--- config.mk ---
export PLATFORM = sky130hd
export DESIGN_NAME = rf_write_queue
export DESIGN_NICKNAME = d
export VERILOG_FILES = /design/src/rtl/rf_write_queue.sv
export SDC_FILE = /design/constraint.sdc
export NUM_CORES = 1
export LEC_CHECK = 0
export CAP_MARGIN = 0
export CORE_ASPECT_RATIO = 0.6
export CORE_UTILIZATION = 55
export CTS_BUF_LIST = sky130_fd_sc_hd__clkbuf_8
export DETAILED_ROUTE_END_ITERATION = 7
export PLACE_DENSITY = 0.83
export SYNTH_ARGS = -nofsm -noshare
export SYNTH_HDL_FRONTEND = slang
export SYNTH_SLANG_ARGS = --single-unit
--- constraint.sdc ---
create_clock -name clk -period 5 [get_ports clk]
set_clock_uncertainty 0.05 [all_clocks]
set_input_delay 1 -clock clk [delete_from_list [all_inputs] [get_ports clk]]
set_output_delay 1 -clock clk [all_outputs]
set_load 0.01 [all_outputs]
--- src/rtl/rf_write_queue.sv ---
// rtl/rf_write_queue.sv - in-order write queue feeding the 32x32 register file write port
// Optional flush port enabled by defining RFWQ_FLUSH_EN.
module rf_write_queue #(
    parameter int DEPTH = 4,
    parameter int XLEN  = 32
) (
    input  logic                     clk,
    input  logic                     rst_n,
    input  logic                     in_valid,
    output logic                     in_ready,
    input  logic [4:0]               in_addr,
    input  logic [XLEN-1:0]          in_data,
    input  logic                     rf_stall,
    output logic                     rf_write,
    output logic [4:0]               rf_wa,
    output logic [XLEN-1:0]          rf_wd,
    input  logic [4:0]               lk_addr,
    output logic                     lk_hit,
    output logic [XLEN-1:0]          lk_data,
`ifdef RFWQ_FLUSH_EN
    input  logic                     flush,
`endif
    output logic [$clog2(DEPTH):0]   count
);

    localparam int PW = $clog2(DEPTH);
    localparam int CW = PW + 1;

    logic [4:0]      addr_q [DEPTH];
    logic [XLEN-1:0] data_q [DEPTH];
    logic [DEPTH-1:0] valid_q;
    logic [PW-1:0]   head;
    logic [PW-1:0]   tail;
    logic [CW-1:0]   cnt;
    logic            flush_i;
    logic            empty;
    logic            full;
    logic            enq;
    logic            deq;

`ifdef RFWQ_FLUSH_EN
    assign flush_i = flush;
`else
    assign flush_i = 1'b0;
`endif

    assign empty    = (cnt == '0);
    assign full     = (cnt == CW'(DEPTH));
    assign in_ready = !full;
    assign rf_write = !empty && !rf_stall && !flush_i;
    assign rf_wa    = empty ? 5'd0 : addr_q[head];
    assign rf_wd    = empty ? '0 : data_q[head];
    assign count    = cnt;

    // Writes to x0 complete the handshake but are never stored.
    assign enq = in_valid && in_ready && (in_addr != 5'd0) && !flush_i;
    assign deq = rf_write;

    always_ff @(posedge clk or negedge rst_n) begin
        if (!rst_n) begin
            head    <= '0;
            tail    <= '0;
            cnt     <= '0;
            valid_q <= '0;
        end else if (flush_i) begin
            head    <= '0;
            tail    <= '0;
            cnt     <= '0;
            valid_q <= '0;
        end else begin
            if (enq) begin
                valid_q[tail] <= 1'b1;
                tail          <= tail + PW'(1);
            end
            if (deq) begin
                valid_q[head] <= 1'b0;
                head          <= head + PW'(1);
            end
            unique case ({enq, deq})
                2'b10:   cnt <= cnt + CW'(1);
                2'b01:   cnt <= cnt - CW'(1);
                default: cnt <= cnt;
            endcase
        end
    end

    always_ff @(posedge clk) begin
        if (enq) begin
            addr_q[tail] <= in_addr;
            data_q[tail] <= in_data;
        end
    end

    // Scan oldest to youngest so the last match seen is the youngest.
    logic [PW-1:0] idx;
    always_comb begin
        lk_hit  = 1'b0;
        lk_data = '0;
        idx     = '0;
        for (int i = 0; i < DEPTH; i++) begin
            idx = head + PW'(i);
            if (valid_q[idx] && (addr_q[idx] == lk_addr) && (lk_addr != 5'd0)) begin
                lk_hit  = 1'b1;
                lk_data = data_q[idx];
            end
        end
        if (flush_i) begin
            lk_hit  = 1'b0;
            lk_data = '0;
        end
    end

endmodule

==> results.json, run 1 <==
{
  "setup_violations": 0,
  "post-place-ws_ps": 181,
  "p_int_uw": 5100,
  "multi_input_area_mm2": 0.00560,
  "clk_latency_ps": 440,
  "dp_hpwl_um": 18000,
  "routedWlPerCell_um": 27.3,
  "areaGrowthSynthToFinish_pct": 19.2,
  "finalSetupTns_ps": 0,
  "p_switching_uw": 3390,
  "cts.clk_slew.worst_paths_ps": 90,
  "htreeDepth": 4,
  "synthMuxAreaShare": 0.320,
  "power_frac_clock": 0.107,
  "syn_avg_cell_area_um2": 15.7,
  "synth-seq-cells": 159,
  "status": "finished, final reports clean",
  "peakVddDrop_mv": 0.388,
  "grt-ovfl-total": 0,
  "seq_power_share": 0.237,
  "grt_pass1_vias": 7690,
  "synthXorXnorAreaFrac": 0.0212,
  "ys_seq_area_frac": 0.441,
  "cp_max_fo": 17,
  "synth-main-ff-cell": "edfxtp_1",
  "max_freq_mhz": 201,
  "final.min_clock_period_ps": 4970,
  "diodes": 0,
  "yosys.area_share.simple": 0.0850,
  "syn_area_mm2": 0.0107,
  "cts_sinks": 159,
  "regArea_mm2": 0.00473,
  "drt_iter0_markers": 862,
  "drcViolationCount": 0,
  "relSlewSlack": 0.364,
  "boundaryPins": 121,
  "num_rows": 39,
  "worstMarginPinSlew_ps": 954,
  "core_mm2": 0.0190,
  "dr_total_vias": 7628,
  "dieArea_mm2": 0.0200,
  "grt_max_degree": 79,
  "synth_cells": 681,
  "finalHoldViolCount": 0,
  "cts-root-buf": "clkbuf_8",
  "synth_area_leaders": "edfxtp_1 (42%), mux4_2 (31%), o221ai_2 (4.4%)",
  "grt_antenna_before_repair": 0,
  "drt_wl_total_um": 28600,
  "via_per_inst": 7.28,
  "netlist-cell-type-count": 44,
  "drv_cap": 0,
  "maxSlewViolCount": 0,
  "cp-end-kind": "output pin",
  "layoutNonFillerInstCount": 1048,
  "critical_path.max_stage_delay_ps": 540,
  "cp_data_required_time_ps": 3950,
  "fillers": 1267,
  "synth_top_area_share": 0.416,
  "total_power_uw": 8490,
  "combPwrFrac": 0.656,
  "cts_buffer_depth": 2,
  "gp_congestion": 0.874,
  "async_flop_share": 0.0692,
  "power_density_mw_per_mm2": 666,
  "cts_tree": "yes",
  "slowest_stage": "clkdlybuf4s50_1",
  "yosysWarnings": 0,
  "path_cells": "clkinvlp_4, ha_4, buf_12, mux4_2, xnor2_2, nand4_2, buf_4, nor3b_1, a31o_1, a221o_1, clkdlybuf4s50_1",
  "setup_ws_ps": 34.1,
  "crit_arrival_ps": 3920,
  "switching_share": 0.399,
  "synth_adder_area_share": 0.0124,
  "synth_edf_count": 148,
  "synth_top_area_cell": "edfxtp_1",
  "period_share": 0.993,
  "p_leak_uw": 0.00409,
  "drt_pass1_iterations": 6,
  "grtUsageTotal": 0.295,
  "synth_compound_area_frac": 0.0752,
  "drive_gt1_frac": 0.348,
  "initial_core_util": 0.562,
  "die_width_um": 182,
  "synth_top_family_by_area": "multiplexers",
  "critPathKind": "reg -> out",
  "ant_nets": 0,
  "hold_buffers": 0,
  "crit_path_start_kind": "flip-flop",
  "portBuffers": 120,
  "synthTopCellsByCount": "edfxtp_1 (148), mux4_2 (148), nand2_1 (36), nand3_1 (35), nor2b_1 (33)",
  "grt_pass1_wl_um": 43800,
  "synth_nets": 737,
  "nets": 845,
  "hp-class": "reg -> reg",
  "numCtsBuffers": 17,
  "rsz0062_at_grt": "yes",
  "numPlacedInstances": 1005,
  "chipHeight_um": 110
}
sequential cells by signal (all words and copies together), names as in the netlist:
register and flops:
valid_q 4, count 3, head 2, data_q 128, addr_q 20, tail 2
worst paths after layout:
path                           from          to  slack [ps]  depth (start not counted)
min in group asynchronous     rst_n  valid_q[2]         840                          1
max in group asynchronous     rst_n     head[0]        3660                          1
hold reg to reg            count[2]    count[2]         520                          1
setup reg to reg           count[0]    count[2]        2150                          9
setup / recovery            head[0]  lk_data[9]          30                         11
hold / removal             count[2]    count[2]         520                          1
routing by layer:
layer | share of wire | track usage | vias to the layer above
met5 | 0 | 0 | -
met4 | 0.023 | 0.0930 | 0
met3 | 0.13 | 0.0917 | 61
met2 | 0.47 | 0.459 | 595
met1 | 0.37 | 0.403 | 3892
li1 | - | - | 3080
kinds of logic (layout without fill, tap and decap cells):
family                   Yosys count  count (layout)
AO/OA/AOI/OAI                     82              82
XOR/XNOR                          25              25
adder cells (fa/ha/maj)           10              10
buffers and inverters             87             208
flip-flops                       159             159
multiplexers                     157             157
AND/OR/NAND/NOR                  161             161
layout by cell type, fill, tap and decap left out, types with 8 or more instances in the layout:
cell,instances
dfrtp_1,9
clkbuf_8,17
a31oi_1,30
inv_1,15
nor2b_1,33
nand2_1,36
ha_1,8
xnor2_1,19
mux4_2,148
nand3_1,34
clkdlybuf4s50_1,114
edfxtp_1,148
buf_4,28
nor3b_1,29
o221ai_2,31
nor2_1,8
cell type report:
cell class / instances / share of cell area
Inverter: 14 / 0.00442
Multi-Input combinational cell: 435 / 0.439
Clock buffer: 17 / 0.0184
Clock inverter: 15 / 0.0108
Tap cell: 246 / 0.0241
Timing Repair Buffer: 162 / 0.132
Sequential cell: 159 / 0.371
power groups by stage:
stage / Clock, µW / Sequential, µW / Combinational (µW)
floorplan: 0 / 1950 / 3720
global placement: 0 / 1970 / 5100
detailed placement: 0 / 2020 / 5240
CTS: 920 / 2000 / 5440
global route: 967 / 2040 / 5880
finish: 911 / 2010 / 5560
metrics by stage:
| step | hold WS [ps] | area [µm²] | util |
|---|---|---|---|
| finish | 525 | 12700 | 0.670 |
| global route | 538 | 12700 | 0.670 |
| CTS | 512 | 12600 | 0.663 |
| detailed placement | 495 | 12100 | 0.637 |
| global placement | 479 | 12100 | 0.637 |
| floorplan | 491 | 10700 | - |
worst max-delay path: cells and delay by family (launching register included):
family	cells	cell delay (ps)
buffers and inverters	4	1100
muxes	1	530
DFF	1	500
and+or+nand+nor	2	470
AOI/OAI and AO/OA	2	340
adders and majority gates	1	320
xor gates and xnor gates	1	210
repair_timing:
item                                    4_1_cts  5_1_grt
cloned                                        1        1
pin swaps                                     1        1
gates resized for setup                       8       21
setup buffers                                 5        4
endpoints found under the setup margin       33       33
No activity file was read; power rests on OpenSTA's default activity.
==> run 2, diff against run 1 <==
--- a/config.mk
+++ b/config.mk
@@ -6,7 +6,7 @@
 export NUM_CORES = 1
 export LEC_CHECK = 0
 export CAP_MARGIN = 0
-export CORE_ASPECT_RATIO = 0.6
+export CORE_ASPECT_RATIO = 1.2
 export CORE_UTILIZATION = 55
 export CTS_BUF_LIST = sky130_fd_sc_hd__clkbuf_8
 export DETAILED_ROUTE_END_ITERATION = 7
==> run 2 against run 1 <==
- via count down 0.73%
- core utilization up 1.5 points
- highest routed layer unchanged
- sequential cell count unchanged
- critical endpoint is now lk_data[26]
- largest power group unchanged
==> results.json, run 2 (same netlist as run 1, synthesis figures left out) <==
{
  "initial_core_util": 0.565,
  "htreeDepth": 4,
  "grtUsageTotal": 0.292,
  "cp_max_fo": 32,
  "hp-class": "reg -> reg",
  "finalHoldViolCount": 0,
  "relSlewSlack": 0.466,
  "cts-root-buf": "clkbuf_8",
  "drt_iter0_markers": 881,
  "path_cells": "clkinvlp_4, ha_4, buf_6, mux4_2, xnor2_2, nand3_2, buf_8, nor3b_1, a31oi_1, o221ai_2, clkdlybuf4s50_1",
  "path_delay_family": "buffers and inverters",
  "power_density_mw_per_mm2": 677,
  "grt_use_met1": 0.354,
  "worst-r2r-setup-slack_ps": 2310,
  "post-place-ws_ps": 222,
  "peakVddDrop_mv": 0.454,
  "grt_pass1_vias": 7717,
  "drv_cap": 0,
  "cts_sinks": 159,
  "use_met2": 0.499,
  "chipHeight_um": 155,
  "num_rows": 55,
  "max_freq_mhz": 202,
  "final_cell_mix": "mux4_2 (148), edfxtp_1 (148), clkdlybuf4s50_1 (113)",
  "dpl_cell_area_mm2": 0.0121,
  "critPathKind": "reg -> out",
  "setup_ws_ps": 57.4,
  "crit_arrival_ps": 3890,
  "grt_max_degree": 57,
  "grt_antenna_before_repair": 0,
  "p_leak_uw": 0.00421,
  "cp-end-kind": "output pin",
  "final.min_clock_period_ps": 4940,
  "dieArea_mm2": 0.0200,
  "status": "finished, final reports clean",
  "critical_path.max_stage_delay_ps": 580,
  "maxSlewViolCount": 0,
  "design_area_mm2": 0.0130,
  "gp_congestion": 0.880,
  "ant_nets": 0,
  "clk_latency_ps": 460,
  "nets": 847,
  "diodes": 0,
  "grt_busiest_layer": "met2",
  "crit_path_start_kind": "flip-flop",
  "areaGrowthSynthToFinish_pct": 21.2,
  "worstMarginPinSlew_ps": 798,
  "drive_gt1_frac": 0.354,
  "fillers": 1196,
  "regArea_mm2": 0.00473,
  "numCtsBuffers": 17,
  "grt_pass1_wl_um": 43000,
  "grt-ovfl-total": 0,
  "multi_input_area_mm2": 0.00564,
  "portBuffers": 120,
  "core_mm2": 0.0189,
  "cts.clk_slew.worst_paths_ps": 90,
  "drt_wl_total_um": 28300,
  "rsz0062_at_grt": "yes",
  "cp_data_required_time_ps": 3950,
  "largest_register_ffs": 128,
  "die_width_um": 129,
  "worst-path-buf-inv": 4,
  "routedWlPerCell_um": 26.7,
  "period_share": 0.989,
  "regMostFlops": "data_q",
  "via_per_inst": 7.14,
  "cts_buffer_depth": 2,
  "dp_hpwl_um": 17400,
  "drt_pass1_iterations": 5,
  "boundaryPins": 121,
  "setup_violations": 0,
  "drcViolationCount": 0,
  "largestRegisters": "data_q (128), addr_q (20), valid_q (4)",
  "slowest_stage": "clkdlybuf4s50_1",
  "dr_total_vias": 7572,
  "cts_tree": "yes",
  "grtUsageMet3": 0.0623
}
run 2: through the flow:
step,total power (µW),utilization,std cells,TNS (ps),hold slack [ps]
2_1_floorplan,5670,-,681,0,491
3_3_place_gp,7050,0.641,1014,0,476
3_5_place_dp,7210,0.641,1014,0,500
4_1_cts,8550,0.673,1051,0,519
5_1_grt,9140,0.685,1060,-52.7,565
6_report,8770,0.685,1060,0,523
run 2: final cells by class:
type,count,share of cell area
clock buffer,17,0.0181
clock inverter,15,0.0186
inverter,14,0.00434
multi-input combinational,436,0.435
sequential,159,0.365
tap,256,0.0247
timing repair buffer,163,0.134
run 2: power by group:
part	total (µW)	internal [µW]	switching, µW
Clock	1140	644	497
Combinational	5610	2960	2650
Sequential	2010	1780	236
Total	8770	5390	3380
run 2: final timing paths:
kind / start / end / cells after the start
max: head[0] / lk_data[26] / 11
min: count[0] / count[0] / 1
max reg2reg: count[0] / data_q[0][0] / 6
min reg2reg: count[0] / count[0] / 1
max in group asynchronous: rst_n / head[1] / 1
min in group asynchronous: rst_n / count[1] / 1
run 2: repair_timing:
action	CTS	global route
endpoints found under the setup margin	33	33
endpoints found under the hold margin	0	0
pin swaps	2	4
gates cloned	1	2
resized for setup	11	31
buffers inserted	4	7
hold buffers	0	0
run 2: routing by layer:
layer / vias up / wire (µm)
li1: 3084 / -
met1: 3841 / 9390
met2: 559 / 15100
met3: 88 / 2830
met4: 0 / 971
met5: - / 0
==> run 3, diff against run 2 <==
--- a/config.mk
+++ b/config.mk
@@ -5,12 +5,13 @@
 export SDC_FILE = /design/constraint.sdc
 export NUM_CORES = 1
 export LEC_CHECK = 0
+export ABC_AREA = 1
 export CAP_MARGIN = 0
 export CORE_ASPECT_RATIO = 1.2
-export CORE_UTILIZATION = 55
+export CORE_UTILIZATION = 45
 export CTS_BUF_LIST = sky130_fd_sc_hd__clkbuf_8
 export DETAILED_ROUTE_END_ITERATION = 7
-export PLACE_DENSITY = 0.83
+export PLACE_DENSITY = 0.71
 export SYNTH_ARGS = -nofsm -noshare
 export SYNTH_HDL_FRONTEND = slang
 export SYNTH_SLANG_ARGS = --single-unit
==> constraint.sdc (replaced) <==
create_clock -name clk -period 6.4 [get_ports clk]
set_clock_uncertainty 0.05 [all_clocks]
set_input_delay 1.28 -clock clk [delete_from_list [all_inputs] [get_ports clk]]
set_output_delay 1.28 -clock clk [all_outputs]
set_load 0.01 [all_outputs]
==> run 3 against run 2 <==
- first-iteration DRC count shrank 31%
- power decreased by 28%
- die area increased by 19%
- combinational power down 27%
- highest routed layer is now met5
- sequential share of layout area rose by 2.8 points
- critical path depth increased by 5
- global-route usage fell by 5.8 points
- register-to-register slack better by 1300 ps
==> results.json, run 3 <==
{
  "finalSetupTns_ps": 0,
  "dp_hpwl_um": 17200,
  "yosysWarnings": 0,
  "hold_depth": 1,
  "cts-root-buf": "clkbuf_8",
  "grt_pass1_vias": 8584,
  "setup_ws_ps": 318,
  "regMostFlops": "data_q",
  "nets": 1527,
  "synth_cells": 1404,
  "worstMarginPinSlew_ps": 1090,
  "rsz0062_at_grt": "no",
  "grt_pass1_wl_um": 42800,
  "cp_max_fo": 65,
  "areaGrowthSynthToFinish_pct": 15.7,
  "drv_cap": 0,
  "drt_pass1_iterations": 6,
  "drcViolationCount": 0,
  "final_cell_mix": "nand2_1 (392), nor2_1 (256), o21ai_0 (216)",
  "synth-seq-cells": 159,
  "clk_latency_ps": 470,
  "crit_path_start_kind": "flip-flop",
  "cts_tree": "yes",
  "ys_seq_area_frac": 0.453,
  "htreeDepth": 4,
  "largest_register_ffs": 128,
  "drive_gt1_frac": 0.0418,
  "dieArea_mm2": 0.0237,
  "largestRegisters": "data_q (128), addr_q (20), valid_q (4)",
  "finalHoldViolCount": 0,
  "regToRegEndpoint": "addr_q[0][2]",
  "synth_area_leaders": "edfxtp_1 (43%), nand2_1 (14%), o21ai_0 (10%)",
  "hp-class": "reg -> reg",
  "cp_common_cell": "nand2_1",
  "critical_path.max_stage_delay_ps": 620,
  "drt_wl_total_um": 27200,
  "power_density_mw_per_mm2": 522,
  "max_freq_mhz": 164,
  "maxSlewViolCount": 0,
  "hold_path_end": "count[0]",
  "boundaryPins": 121,
  "die_width_um": 141,
  "setup_violations": 0,
  "final.min_clock_period_ps": 6080,
  "synth-main-ff-cell": "edfxtp_1",
  "synth_nets": 1460,
  "path_delay_family": "buffers and inverters",
  "worst-path-buf-inv": 5,
  "async_flop_share": 0.0692,
  "post-place-ws_ps": 770,
  "diodes": 0,
  "cp-end-kind": "output pin",
  "crit_arrival_ps": 4750,
  "syn_avg_cell_area_um2": 7.41,
  "worst-r2r-setup-slack_ps": 3630,
  "via_per_inst": 5.29,
  "hold_buffers": 0,
  "synth_top_area_share": 0.427,
  "r2r-start": "count[0]",
  "grt-ovfl-total": 0,
  "ant_nets": 0,
  "slowest_stage": "buf_4",
  "synth_edf_count": 148,
  "synth_top_area_cell": "edfxtp_1",
  "cts_buffer_depth": 2,
  "netlist-cell-type-count": 28,
  "synthTopCellsByCount": "nand2_1 (392), nor2_1 (260), o21ai_0 (216), edfxtp_1 (148), inv_1 (112)",
  "critPathKind": "reg -> out",
  "path_cells": "inv_2, ha_4, inv_2, buf_4, nand3_1, nand2_1, nor2_1, nand2_1, nor2_1, nand3_2, buf_4, nand3b_1, nand2_1, nand2_1, nand2_1, clkdlybuf4s50_1",
  "peakVddDrop_mv": 0.319,
  "layoutNonFillerInstCount": 1763,
  "drt_iter0_markers": 610,
  "routedWlPerCell_um": 15.4,
  "initial_core_util": 0.462,
  "cts.clk_slew.worst_paths_ps": 90,
  "dr_total_vias": 9330,
  "grt_max_degree": 125,
  "post_cts_resized": 0,
  "period_share": 0.950,
  "hp-start": "count[0]",
  "ff2ff_path_depth": 5,
  "num_rows": 60,
  "p_leak_uw": 0.00526,
  "final_common_cell": "nand2_1",
  "status": "finished, final reports clean",
  "post_cts_buffers": 0,
  "core_mm2": 0.0225,
  "grtUsageTotal": 0.235,
  "synth_most_common_cell": "nand2_1",
  "chipHeight_um": 169,
  "syn_area_mm2": 0.0104,
  "gp_congestion": 0.859,
  "numPlacedInstances": 1731,
  "whs_ps": 498,
  "cts_sinks": 159,
  "grt_antenna_before_repair": 1,
  "cp_data_required_time_ps": 5070,
  "numCtsBuffers": 17,
  "portBuffers": 120,
  "relSlewSlack": 0.277
}
==> run 3: cell types whose count changed after synthesis, moves of 25 or more <==
| cell | previous run | this run |
|---|---|---|
| nand3b_1 | 0 | 32 |
| nor3b_1 | 31 | 0 |
| o221ai_2 | 31 | 0 |
| nor2b_1 | 33 | 0 |
| a31oi_1 | 31 | 0 |
| nor2_1 | 8 | 260 |
| nand2_1 | 36 | 392 |
| mux4_2 | 148 | 0 |
| inv_1 | 14 | 112 |
| o21ai_0 | 2 | 216 |
| mux2i_1 | 7 | 32 |
==> run 3: layer usage <==
layer	vias up	routed length, µm	track usage
met5	-	13	0
met4	2	774	0.106
met3	53	1490	0.0280
met2	279	13600	0.422
met1	4302	11300	0.281
li1	4694	-	-
==> run 3: how the worst max path moves through the flow <==
| stage | startpoint | end | slack (ps) | depth (start not counted) |
|---|---|---|---|---|
| final | head[0] | lk_data[31] | 320 | 16 |
| after global placement | lk_addr[3] | lk_data[5] | 800 | 15 |
| after floorplan | head[1] | lk_data[10] | 2500 | 15 |
| after detailed placement | lk_addr[3] | lk_data[5] | 770 | 15 |
| after CTS | head[0] | lk_data[31] | 320 | 16 |
| after global routing | head[0] | lk_hit | 70 | 15 |
==> run 3: worst register-to-register path, delay by kind of cell (launching register included) <==
family                 cells  cell delay, ps
buffers and inverters      2             470
and+or+nand+nor            3            1520
DFF                        1             420
==> run 3: layout make-up <==
| cell class | instances | area [µm²] |
|---|---|---|
| clock buffers | 17 | 234 |
| repair buffers | 137 | 1330 |
| inverters | 114 | 430 |
| fillers | 2130 | 10500 |
| multi-input cells | 1042 | 4850 |
| well taps | 279 | 349 |
| flip-flops and latches | 159 | 4720 |
| clock inverters | 15 | 120 |
==> run 3: through the flow <==
stage | total power (µW) | cell area, µm² | utilization
after global placement | 5530 | 11700 | 0.519
after floorplan | 4220 | 10400 | -
after detailed placement | 5590 | 11700 | 0.519
after CTS | 6290 | 12000 | 0.534
final | 6280 | 12000 | 0.534
after global routing | 6800 | 12000 | 0.534
==> run 3: logic make-up (layout without fill, tap and decap cells) <==
kind of cell / count (synthesis) / after routing / synth area share
muxes: 32 / 32 / 0.0308
xor gates and xnor gates: 9 / 9 / 0.00757
AOI/OAI and AO/OA: 238 / 238 / 0.114
adders and majority gates: 10 / 10 / 0.0127
DFF: 159 / 159 / 0.453
buffers and inverters: 203 / 283 / 0.0860
and+or+nand+nor: 753 / 753 / 0.295
==> run 3: where the power goes <==
| group | internal (µW) | switching, µW | leakage, µW | total [µW] |
|---|---|---|---|---|
| combinational | 1570 | 2550 | 0.00361 | 4120 |
| sequential | 1380 | 96.2 | 0.00148 | 1470 |
| clock | 303 | 382 | 0.000170 | 686 |
